### src/rtl/decodificador_pkg.sv
`default_nettype none
// ============================================================================
// Module : decodificador_pkg
// Brief  : Shared types, constants and the hex-to-7-segment glyph function
//          for the decodificador_display block.
// Revision: 1.0 - initial release
// ============================================================================
package decodificador_pkg;

  // Active-low display idle values: every segment and every anode off.
  localparam logic [6:0] SEG_BLANK = 7'b1111111;
  localparam logic [3:0] AN_OFF    = 4'b1111;

  typedef logic [3:0] nibble_t;
  typedef logic [1:0] digit_sel_t;

  // Glyph table, returned as {g,f,e,d,c,b,a}, active-low.
  function automatic logic [6:0] hex2seg(input nibble_t val);
    logic [6:0] seg;
    case (val)
      4'h0:    seg = 7'b1000000;
      4'h1:    seg = 7'b1111001;
      4'h2:    seg = 7'b0100100;
      4'h3:    seg = 7'b0110000;
      4'h4:    seg = 7'b0011001;
      4'h5:    seg = 7'b0010010;
      4'h6:    seg = 7'b0000010;
      4'h7:    seg = 7'b1111000;
      4'h8:    seg = 7'b0000000;
      4'h9:    seg = 7'b0010000;
      4'hA:    seg = 7'b0001000;
      4'hB:    seg = 7'b0000011;
      4'hC:    seg = 7'b1000110;
      4'hD:    seg = 7'b0100001;
      4'hE:    seg = 7'b0000110;
      default: seg = 7'b0001110;  // 4'hF
    endcase
    return seg;
  endfunction

  // Active-low anode enable: the selected digit's bit is the only zero.
  function automatic logic [3:0] sel2an(input digit_sel_t sel);
    return ~(4'b0001 << sel);
  endfunction

endpackage : decodificador_pkg
`default_nettype wire

### src/rtl/decodificador_display_if.sv
`default_nettype none
// ============================================================================
// Module : decodificador_display_if
// Brief  : Board-side signal bundle of the display decoder.
//          SW0..SW3 : four 4-bit switch groups
//          BTN      : 2-bit digit/group select
//          AN       : 4-bit active-low anode enables
//          SEG      : 7-bit active-low segments, SEG[0]=a .. SEG[6]=g
//          master modport = board/stimulus side, slave modport = decoder.
// Revision: 1.0 - initial release
// ============================================================================
interface decodificador_display_if;
  import decodificador_pkg::*;

  nibble_t     SW0;
  nibble_t     SW1;
  nibble_t     SW2;
  nibble_t     SW3;
  logic [1:0]  BTN;
  logic [3:0]  AN;
  logic [6:0]  SEG;

  modport master (
    output SW0, SW1, SW2, SW3, BTN,
    input  AN, SEG
  );

  modport slave (
    input  SW0, SW1, SW2, SW3, BTN,
    output AN, SEG
  );

endinterface : decodificador_display_if
`default_nettype wire

### src/rtl/decodificador_display_hex7seg.sv
`default_nettype none
// ============================================================================
// Module : hex7seg
// Brief  : Purely combinational nibble to active-low 7-segment decoder.
//          val : 4-bit hex value in
//          seg : 7-bit glyph out, {g,f,e,d,c,b,a}, active-low
// Revision: 1.0 - initial release
// ============================================================================
module hex7seg
  import decodificador_pkg::*;
(
  input  nibble_t    val,
  output logic [6:0] seg
);

  always_comb begin
    seg = hex2seg(val);
  end

endmodule : hex7seg
`default_nettype wire

### src/rtl/decodificador_display.sv
`default_nettype none
// ============================================================================
// Module : decodificador_display
// Brief  : Four-group hex-to-7-segment decoder for a 4-digit common-anode
//          display with registered outputs.
//          clk  : system clock, rising edge
//          rst  : synchronous active-high reset
//          io   : decodificador_display_if.slave (SW0..SW3, BTN in; AN, SEG out)
//          Optional feature macro DECODIFICADOR_SCAN_EN: when defined, a
//          free-running SCAN_DIV_W-bit counter time-multiplexes all four
//          digits and BTN is ignored. When undefined, BTN selects the digit.
// Revision: 1.0 - initial release
// ============================================================================
module decodificador_display
  import decodificador_pkg::*;
#(
  parameter int SCAN_DIV_W = 17
) (
  input  wire logic               clk,
  input  wire logic               rst,
  decodificador_display_if.slave  io
);

  digit_sel_t sel;
  nibble_t    val;
  logic [6:0] glyph;

  logic [3:0] an_d,  an_q;
  logic [6:0] seg_d, seg_q;

`ifdef DECODIFICADOR_SCAN_EN
  // Refresh divider: the scan index advances once per full counter period,
  // so each digit stays lit for 2**SCAN_DIV_W cycles.
  localparam logic [SCAN_DIV_W-1:0] SCAN_ONE = SCAN_DIV_W'(1);

  logic [SCAN_DIV_W-1:0] scan_cnt_d, scan_cnt_q;
  digit_sel_t            scan_idx_d, scan_idx_q;

  always_comb begin
    scan_cnt_d = scan_cnt_q + SCAN_ONE;
    scan_idx_d = scan_idx_q;
    if (&scan_cnt_q) begin
      scan_idx_d = scan_idx_q + 2'd1;
    end
  end

  always_ff @(posedge clk) begin
    if (rst) begin
      scan_cnt_q <= '0;
      scan_idx_q <= '0;
    end else begin
      scan_cnt_q <= scan_cnt_d;
      scan_idx_q <= scan_idx_d;
    end
  end

  assign sel = scan_idx_q;
`else
  // The divider width only matters for the scanning build; the empty block
  // keeps the parameter elaborated (and range-checked) in this build too.
  if (SCAN_DIV_W > 0) begin : g_scan_w_unused
  end

  assign sel = io.BTN;
`endif

  // Group mux: the value shown is the switch group matching the digit index.
  always_comb begin
    val = io.SW0;
    case (sel)
      2'd0:    val = io.SW0;
      2'd1:    val = io.SW1;
      2'd2:    val = io.SW2;
      default: val = io.SW3;
    endcase
  end

  hex7seg u_hex7seg (
    .val (val),
    .seg (glyph)
  );

  always_comb begin
    an_d  = sel2an(sel);
    seg_d = glyph;
  end

  always_ff @(posedge clk) begin
    if (rst) begin
      an_q  <= AN_OFF;
      seg_q <= SEG_BLANK;
    end else begin
      an_q  <= an_d;
      seg_q <= seg_d;
    end
  end

  assign io.AN  = an_q;
  assign io.SEG = seg_q;

endmodule : decodificador_display
`default_nettype wire

### src/flat_wrapper.sv
// flat-port wrapper written by rule: the top's interface ports become plain ports
module decodificador_display_flat import decodificador_pkg::*;
#(
  parameter int SCAN_DIV_W = 17
)
  (clk, rst, io_SW0, io_SW1, io_SW2, io_SW3, io_BTN, io_AN, io_SEG);
  decodificador_display_if io_i ();
  input  wire logic clk;
  input  wire logic rst;
  input wire logic [$bits(io_i.SW0)-1:0] io_SW0;
  input wire logic [$bits(io_i.SW1)-1:0] io_SW1;
  input wire logic [$bits(io_i.SW2)-1:0] io_SW2;
  input wire logic [$bits(io_i.SW3)-1:0] io_SW3;
  input wire logic [$bits(io_i.BTN)-1:0] io_BTN;
  output wire logic [$bits(io_i.AN)-1:0] io_AN;
  output wire logic [$bits(io_i.SEG)-1:0] io_SEG;
  assign io_i.SW0 = io_SW0;
  assign io_i.SW1 = io_SW1;
  assign io_i.SW2 = io_SW2;
  assign io_i.SW3 = io_SW3;
  assign io_i.BTN = io_BTN;
  assign io_AN = io_i.AN;
  assign io_SEG = io_i.SEG;
  decodificador_display #(.SCAN_DIV_W(SCAN_DIV_W)) u_core (.clk(clk), .rst(rst), .io(io_i));
endmodule
### config.mk
export PLATFORM = sky130hd
export DESIGN_NAME = decodificador_display_flat
export DESIGN_NICKNAME = d
export VERILOG_FILES = /design/src/rtl/decodificador_pkg.sv /design/src/rtl/decodificador_display_if.sv /design/src/rtl/decodificador_display_hex7seg.sv /design/src/rtl/decodificador_display.sv /design/src/flat_wrapper.sv
export SDC_FILE = /design/constraint.sdc
export NUM_CORES = 1
export LEC_CHECK = 0
export CAP_MARGIN = 0
export CORE_MARGIN = 10
export CORE_UTILIZATION = 42
export CTS_CLUSTER_DIAMETER = 50
export DETAILED_ROUTE_END_ITERATION = 10
export GPL_TIMING_DRIVEN = 0
export PLACE_DENSITY_LB_ADDON = 0.05
export SETUP_SLACK_MARGIN = 0.02
export SLEW_MARGIN = 30
export SYNTH_ARGS = -nofsm -noshare
export SYNTH_HDL_FRONTEND = slang
export SYNTH_SLANG_ARGS = --single-unit
### constraint.sdc
create_clock -name clk -period 4.72 [get_ports clk]
set_clock_uncertainty 0.2 [all_clocks]
set_input_delay 0.708 -clock clk [delete_from_list [all_inputs] [get_ports clk]]
set_output_delay 0.708 -clock clk [all_outputs]
set_load 0.01 [all_outputs]
==> After elaboration in Yosys (flattened, before gate mapping) <==
Memory sizes are Yosys's and may differ from the RTL's. A register that Yosys moved wholly into a read port is not among the register bits.
Index checks and enable logic that the tools add are counted.
{ "totals": {"mem_count": 1, "inputBits": 20, "romBits": 112, "output_inout_bits": 11, "regBits": 4, "word_cells": 8} }
{ "op_classes": {"reduce_logical": 1, "shifts": 1, "bitwise": 1, "n_eq_ne": 2, "mux": 1} }
{ "memory_table": {"columns": ["name", "words", "word_bits", "rd", "rd_clocked_by_memory_dff", "wr", "line_no", "rtl"], "rows": [
  ["(name not given)", 16, 7, 1, 1, 0, "decodificador_pkg.sv:20", "case (val)"]
]} }
{ "op_table": {"columns": ["cell", "count"], "rows": [
  ["4-bit case mux with 3 select lines", 1],
  ["4-bit NOT", 1],
  ["1-bit by 2-bit << shifter with 4-bit output, first input constant", 1],
  ["2-bit by 1-bit == test with 1-bit output, second input constant", 1],
  ["2-bit == test, second input constant", 1],
  ["2-bit logical NOT", 1]
]} }

==> Longest topological paths before layout <==
Gate-level depths: netlist (run 1).
{ "logic_depth": {"ltp_word": 2, "depth_mapped": 7, "mapped_depth_nobuf": 6} }

==> Modules after synthesis <==
A second synthesis (run 1) with hierarchy kept.
{ "unflattened": {"hier_cells": 60, "area_unflattened_um2": 676.9} }
{ "modules_own_cells": {"columns": ["module", "cells_per_inst", "seq_area_each_um2", "area_per_inst_um2", "instances"], "rows": [
  ["decodificador_display", 28, 220.2, 401.6, 1],
  ["hex7seg", 32, 0.0, 275.3, 1]
]} }

==> Least setup slack after synthesis (run 1) <==
Ideal clock, no wire load.
{ "synth_timing": {"kind": "in2reg", "from": "input io_BTN[1]", "to": "register u_core.seg_q[5], in the netlist u_core.io.SEG[5]", "path_buffers": 1, "setup_ns": 0.127, "setup_slack_ns": 2.129, "t_arrival_ns": 2.264, "required_time_ns": 4.393, "stages": 6, "cell_sequence": "clkbuf_1 -> mux4_1 -> ha_1 -> mux2_4 -> nand2_1 -> o211ai_2"} }
{ "synth_between": {"elab_chain_cells": 2, "elab_cells_between_ends": 4, "cone_classes": "eq/ne (2); mux (1); reduce/logical (1)"} }
{ "synth_lines": {"columns": ["item", "line_no", "rtl"], "rows": [
  ["start: declaration", "flat_wrapper.sv:14", "input wire logic [$bits(io_i.BTN)-1:0] io_BTN;"],
  ["2-bit == test (tied with other cells)", "decodificador_display.sv:70", "case (sel)"],
  ["4-bit case mux with 3 select lines *", "decodificador_display.sv:70", null],
  ["end: declaration", "decodificador_display.sv:29", "logic [6:0] seg_d, seg_q;"]
]} }
Mark *: on every way between the ends. The rest lies on a longest branch, timed or not.
A chain may end at the register's enable or synchronous reset.

==> Worst setup path in the final report (run 1) <==
{ "layout_timing": {"from": "input io_SW1[0]", "to": "register u_core.seg_q[3], in the netlist u_core.io.SEG[3]"} }
{ "layout_between": {"elab_chain_cells": 1} }
{ "layout_lines": {"columns": ["item", "line_no", "rtl"], "rows": [
  ["start: declaration", "flat_wrapper.sv:11", "input wire logic [$bits(io_i.SW1)-1:0] io_SW1;"],
  ["4-bit case mux with 3 select lines", "decodificador_display.sv:70", null]
]} }
Every way passes these cells.

==> impl_results.md, run 1 <==
* Distinct cell type count after synthesis at 29
* Clock Sinks at 11
* Dpl cell area at 943 sq um
* Htree depth at 1
* First-pass GRT wire length at 2400 um
* Drt total wl at 1550 um
* Core Area at 1470 sq um
* Nets at 117
* Routed vias/inst at 5.26
* Hold_buf cts at 0
* Root buf cell: clkbuf_4
* Pre-CTS WS at 1.79 ns
* GRT Total Usage at 8.80%
* Setup TNS at 0 ns
* Post-Syn Instances at 58
* Initial DRC Count at 11
* Antenna Nets Post-Route at 0
* Synthesis warning total at 0
* Setup violations, final at 0
* Hold wc startpoint: io_BTN[0]
* Crit-path max FO at 5
* Clock transition at path regs at 0.07 ns
* Crit share post-route at 56.3%
* Minimum clock period at 2.66 ns
* Placed Cells at 102
* Final Cell Area at 970 sq um
* Via count at 558
* Die X at 59.1 um
* Register share of total power at 40.5%
* Fillers at 115
* Syn Area/Cell at 11.1 sq um
* Initial core utilization at 43.7%
* Placed wire-length estimate at 1320 um
* Pin count of the biggest net entering global routing at 11
* Die Y at 59.1 um
* Vias in the first global route at 555
* Maximum clock rate at 376 MHz
* Part of the Yosys area used for sequential elements at 34.2%
* ANT cells at 0
* Comb pwr share at 35.6%
* Final-report max-slew violation count at 0
* Worst Max-Slew Pin Slew at 0.355 ns
* Post-Syn Nets at 84
* Relative slew slack at 76.4%
* CTS tree: done
* Post-CTS setup repair buffer count at 0
* Hold Path End: u_core.io.AN[3]
* Final hold violation count at 0
* Post-cts sizing count at 0
* Top cells by area, synth: dfxtp_1, ha_1, mux4_1
* MaxCap Viol Count at 0
* CTS Buffer Depth at 2
* Final Power at 0.257 mW
* Global route overflow at 0
* Mapped Area at 643 sq um
* Arr. time, crit path at 2.60 ns
* CP Data Required Time at 4.66 ns
* Ports at 31
* Clock power frac at 23.9%
* Worst Setup Path Type: primary input to flip-flop
* Initial antenna violation count at 0
* Sw power at 0.0692 mW
* Share of layout cells above drive strength 1 at 15.6%
* Post-Route Utilization at 65.9%
* Maximum VDD drop at 0.000102 V
* Die area at 3500 sq um
* Critical Path Sink Type: flip-flop
* TritonCTS Buffers at 3
* Status: finished clean
* Cell Pwr Density at 265 nW/um^2
* Seq cells post-synth at 11
* Sw Ratio at 26.9%
* Initial DRT Pass Iterations at 4
* Int Pwr at 0.188 mW
* Final WS setup at 2.06 ns
* Leading area contributor after synthesis: dfxtp_1
* Synth top area share at 34.2%
* PortBufs at 28
* Unrepaired setup endpoints after global routing: false
* Static Leak at 0.399 nW
* Rows at 14
* Residual DRC at 0
* Worst hold path class: primary input to flip-flop
* Hold Path Cell Cnt at 2
* Hold slack at 0.453 ns
* Non-filler cells, final at 106
* Startpoint types: primary input
* Gp weighted congestion at 0.855
* Synthesis-to-finish area growth at 50.8%
* Wire per inst at 14.6 um
-- state kept, by name (all words and copies together), names as in the netlist --
name	count
u_core.io.SEG	7
u_core.io.AN	4
-- placed cells by master (no fill, tap or decap), drive strengths merged --
cell type / count
a211oi: 1
a21oi: 1
a31oi: 1
buf: 3
clkbuf: 5
clkdlybuf4s50: 28
clkinv: 1
dfxtp: 11
ha: 6
inv: 3
mux2: 2
mux2i: 2
mux4: 4
nand2: 6
nand2b: 1
nand3: 1
nand3b: 1
nor2: 2
o211ai: 3
o21ai: 1
o221ai: 2
o2bb2ai: 1
o311ai: 1
or2: 2
or3: 1
-- cells in the mapped netlist (all sizes together) --
library cell,number
a211oi,1
nand2,6
nand3b,1
mux2,2
clkinv,1
dfxtp,11
o221ai,2
or3,1
nor2,2
a21oi,1
a31oi,1
nand2b,1
buf,3
o21ai,1
nand3,1
inv,3
o2bb2ai,1
mux4,4
o311ai,1
ha,6
mux2i,2
clkbuf,1
o211ai,3
or2,2
-- critical path: stages --
cell	delay, ns
clkdlybuf4s50_1	0.39
mux4_1	0.60
ha_1	0.29
or2_2	0.32
a211oi_1	0.23
a31oi_1	0.06
-- layout make-up --
class                   count  area, sq um  area share, %
multi-input cells          39          377           38.8
repair buffers             28          280           28.9
flip-flops and latches     11          220           22.7
plain buffers               4         31.3           3.23
clock buffers               4         26.3           2.71
well taps                  16         20.0           2.06
inverters                   4         15.0           1.55
-- power by group through the flow --
stage,Sequential [mW],Clock [mW],Combinational [mW]
global route,0.105,0.0665,0.100
floorplan,0.111,0,0.0457
global placement,0.106,0,0.0906
CTS,0.104,0.0622,0.0925
detailed placement,0.106,0,0.0921
finish,0.104,0.0614,0.0914
-- per-layer routing --
metal	part of all wire, %	routed length [um]	GRT usage [%]
met4	2.2	34	6.89
met3	11	172	4.29
met2	50	780	14.4
met5	0	0	0
met1	36	557	8.19
-- worst max path at each step --
stage | startpoint | depth (start not counted) | endpoint | slack [ns]
after floorplan | io_BTN[1] | 6 | u_core.io.SEG[5] | 2.13
after global placement | io_SW1[0] | 6 | u_core.io.SEG[3] | 1.83
after detailed placement | io_SW0[0] | 6 | u_core.io.SEG[3] | 1.79
after CTS | io_SW0[0] | 6 | u_core.io.SEG[3] | 2.06
after global routing | io_SW1[0] | 6 | u_core.io.SEG[3] | 1.93
final | io_SW1[0] | 6 | u_core.io.SEG[3] | 2.06
-- logic make-up after synthesis --
group,after synthesis,synth area share [%]
adders and majority gates,6,11.7
muxes,8,22.4
DFF,11,34.2
and+or+nand+nor,14,11.1
buffers and inverters,8,7.20
AOI/OAI and AO/OA,11,13.4
(Power assumes the default switching activity.)
==> run 2: changes to the inputs <==
Settings changed: CORE_ASPECT_RATIO set to 1.2, CORE_UTILIZATION 42 to 35.
Clock period 4.72 ns to 2.36 ns, I/O delays scaled along.
==> impl_results.md, run 2 (same netlist as run 1, synthesis figures left out) <==
* Dpl cell area at 946 sq um
* Antenna Nets Post-Route at 0
* Relative slew slack at 75.4%
* Most frequent cells in the layout: clkdlybuf4s50_1, dfxtp_1, nand2_1, ha_1, mux4_2
* Die X at 59.1 um
* Hold Path Cell Cnt at 2
* Worst Max-Slew Pin Slew at 0.369 ns
* Root buf cell: clkbuf_4
* CTS Buffer Depth at 2
* Global route overflow at 0
* Worst Setup Path Type: primary input to flip-flop
* Hold slack at 0.103 ns
* Crit share post-route at 93.6%
* Status: finished clean
* Worst setup path start: io_SW3[0]
* Worst hold path class: primary input to flip-flop
* Routed vias/inst at 5.12
* Maximum clock rate at 453 MHz
* Htree depth at 1
* Initial antenna violation count at 0
* Arr. time, crit path at 2.15 ns
* Final hold violation count at 0
* Synthesis-to-finish area growth at 50.0%
* Clock transition at path regs at 0.07 ns
* Wire per inst at 13.9 um
* Fillers at 158
* Die Y at 67.0 um
* Via count at 553
* PortBufs at 28
* Hold_buf cts at 0
* Placed wire-length estimate at 1290 um
* Nets at 117
* Pin count of the biggest net entering global routing at 11
* Core Area at 1680 sq um
* TritonCTS Buffers at 3
* Die area at 3960 sq um
* ANT cells at 0
* Post-cts sizing count at 0
* Final-report max-slew violation count at 0
* Cell Pwr Density at 534 nW/um^2
* Static Leak at 0.391 nW
* Ports at 31
* Initial DRC Count at 4
* Initial core utilization at 38.2%
* Gp weighted congestion at 0.832
* Unrepaired setup endpoints after global routing: false
* Register area at 220 sq um
* Minimum clock period at 2.21 ns
* Critical Path Sink Type: flip-flop
* MaxCap Viol Count at 0
* Maximum VDD drop at 0.000212 V
* CP endpoint: u_core.io.SEG[3]
* Startpoint types: primary input
* Initial DRT Pass Iterations at 3
* Crit-path max FO at 5
* Setup violations, final at 0
* Clock Sinks at 11
* Final Cell Area at 965 sq um
* CP Data Required Time at 2.30 ns
* Share of layout cells above drive strength 1 at 17.8%
* First-pass GRT wire length at 2480 um
* CTS tree: done
* Largest register FFs at 7
* Most common cell after layout, fill and taps aside: clkdlybuf4s50_1
* Vias in the first global route at 592
* Drt total wl at 1500 um
* Area of the multi-input gates at 369 sq um
* Non-filler cells, final at 108
* Placed Cells at 104
* Post-CTS setup repair buffer count at 0
* Setup TNS at 0 ns
* Rows at 16
* GRT Total Usage at 7.92%
* Residual DRC at 0
==> run 2: cell types whose count changed in the layout (fill, tap and decap cells not counted) <==
cell and change:
mux4_2 +2, mux4_1 -2
==> run 2: routing by layer <==
layer | vias up | GRT usage, % | wire (um)
met1 | 256 | 7.82 | 599
met2 | 21 | 12.5 | 724
met4 | 0 | 6.03 | 34
met5 | - | 0 | 0
li1 | 274 | - | -
met3 | 2 | 3.80 | 140
==> run 2: worst max-delay path, cell delays in order <==
cell,delay [ns]
clkdlybuf4s50_1,0.39
mux4_2,0.53
ha_1,0.27
or2_2,0.31
a211oi_1,0.24
a31oi_1,0.06
==> run 2: worst min-delay path by stage <==
stage	startpoint	endpoint	slack, ns
after floorplan	rst	u_core.io.AN[2]	0.25
after global placement	io_BTN[0]	u_core.io.AN[3]	0.37
after detailed placement	io_BTN[0]	u_core.io.AN[3]	0.37
after CTS	io_BTN[0]	u_core.io.AN[3]	0.10
after global routing	io_BTN[0]	u_core.io.AN[3]	0.10
final	io_BTN[0]	u_core.io.AN[3]	0.10
==> run 2: layout make-up <==
class	instances	area share (%)
inverters	4	1.56
well taps	18	2.33
clock buffers	4	2.72
multi-input cells	39	38.3
plain buffers	4	3.24
flip-flops and latches	11	22.8
repair buffers	28	29.1
==> run 2: where the power goes <==
part | internal [mW] | total (mW) | switching (mW)
registers | 0.204 | 0.208 | 0.00388
clock network | 0.0652 | 0.124 | 0.0586
logic | 0.107 | 0.183 | 0.0765
total | 0.376 | 0.515 | 0.139
==> run 2: stage by stage <==
stage          worst slack (ns)  utilization [%]  power, mW
5_1_grt                  0.0467             57.4      0.546
3_3_place_gp             -0.184             56.3      0.394
3_5_place_dp             -0.193             56.3      0.396
6_report                  0.150             57.4      0.515
4_1_cts                  0.0792             57.8      0.519
2_1_floorplan             0.123                -      0.314
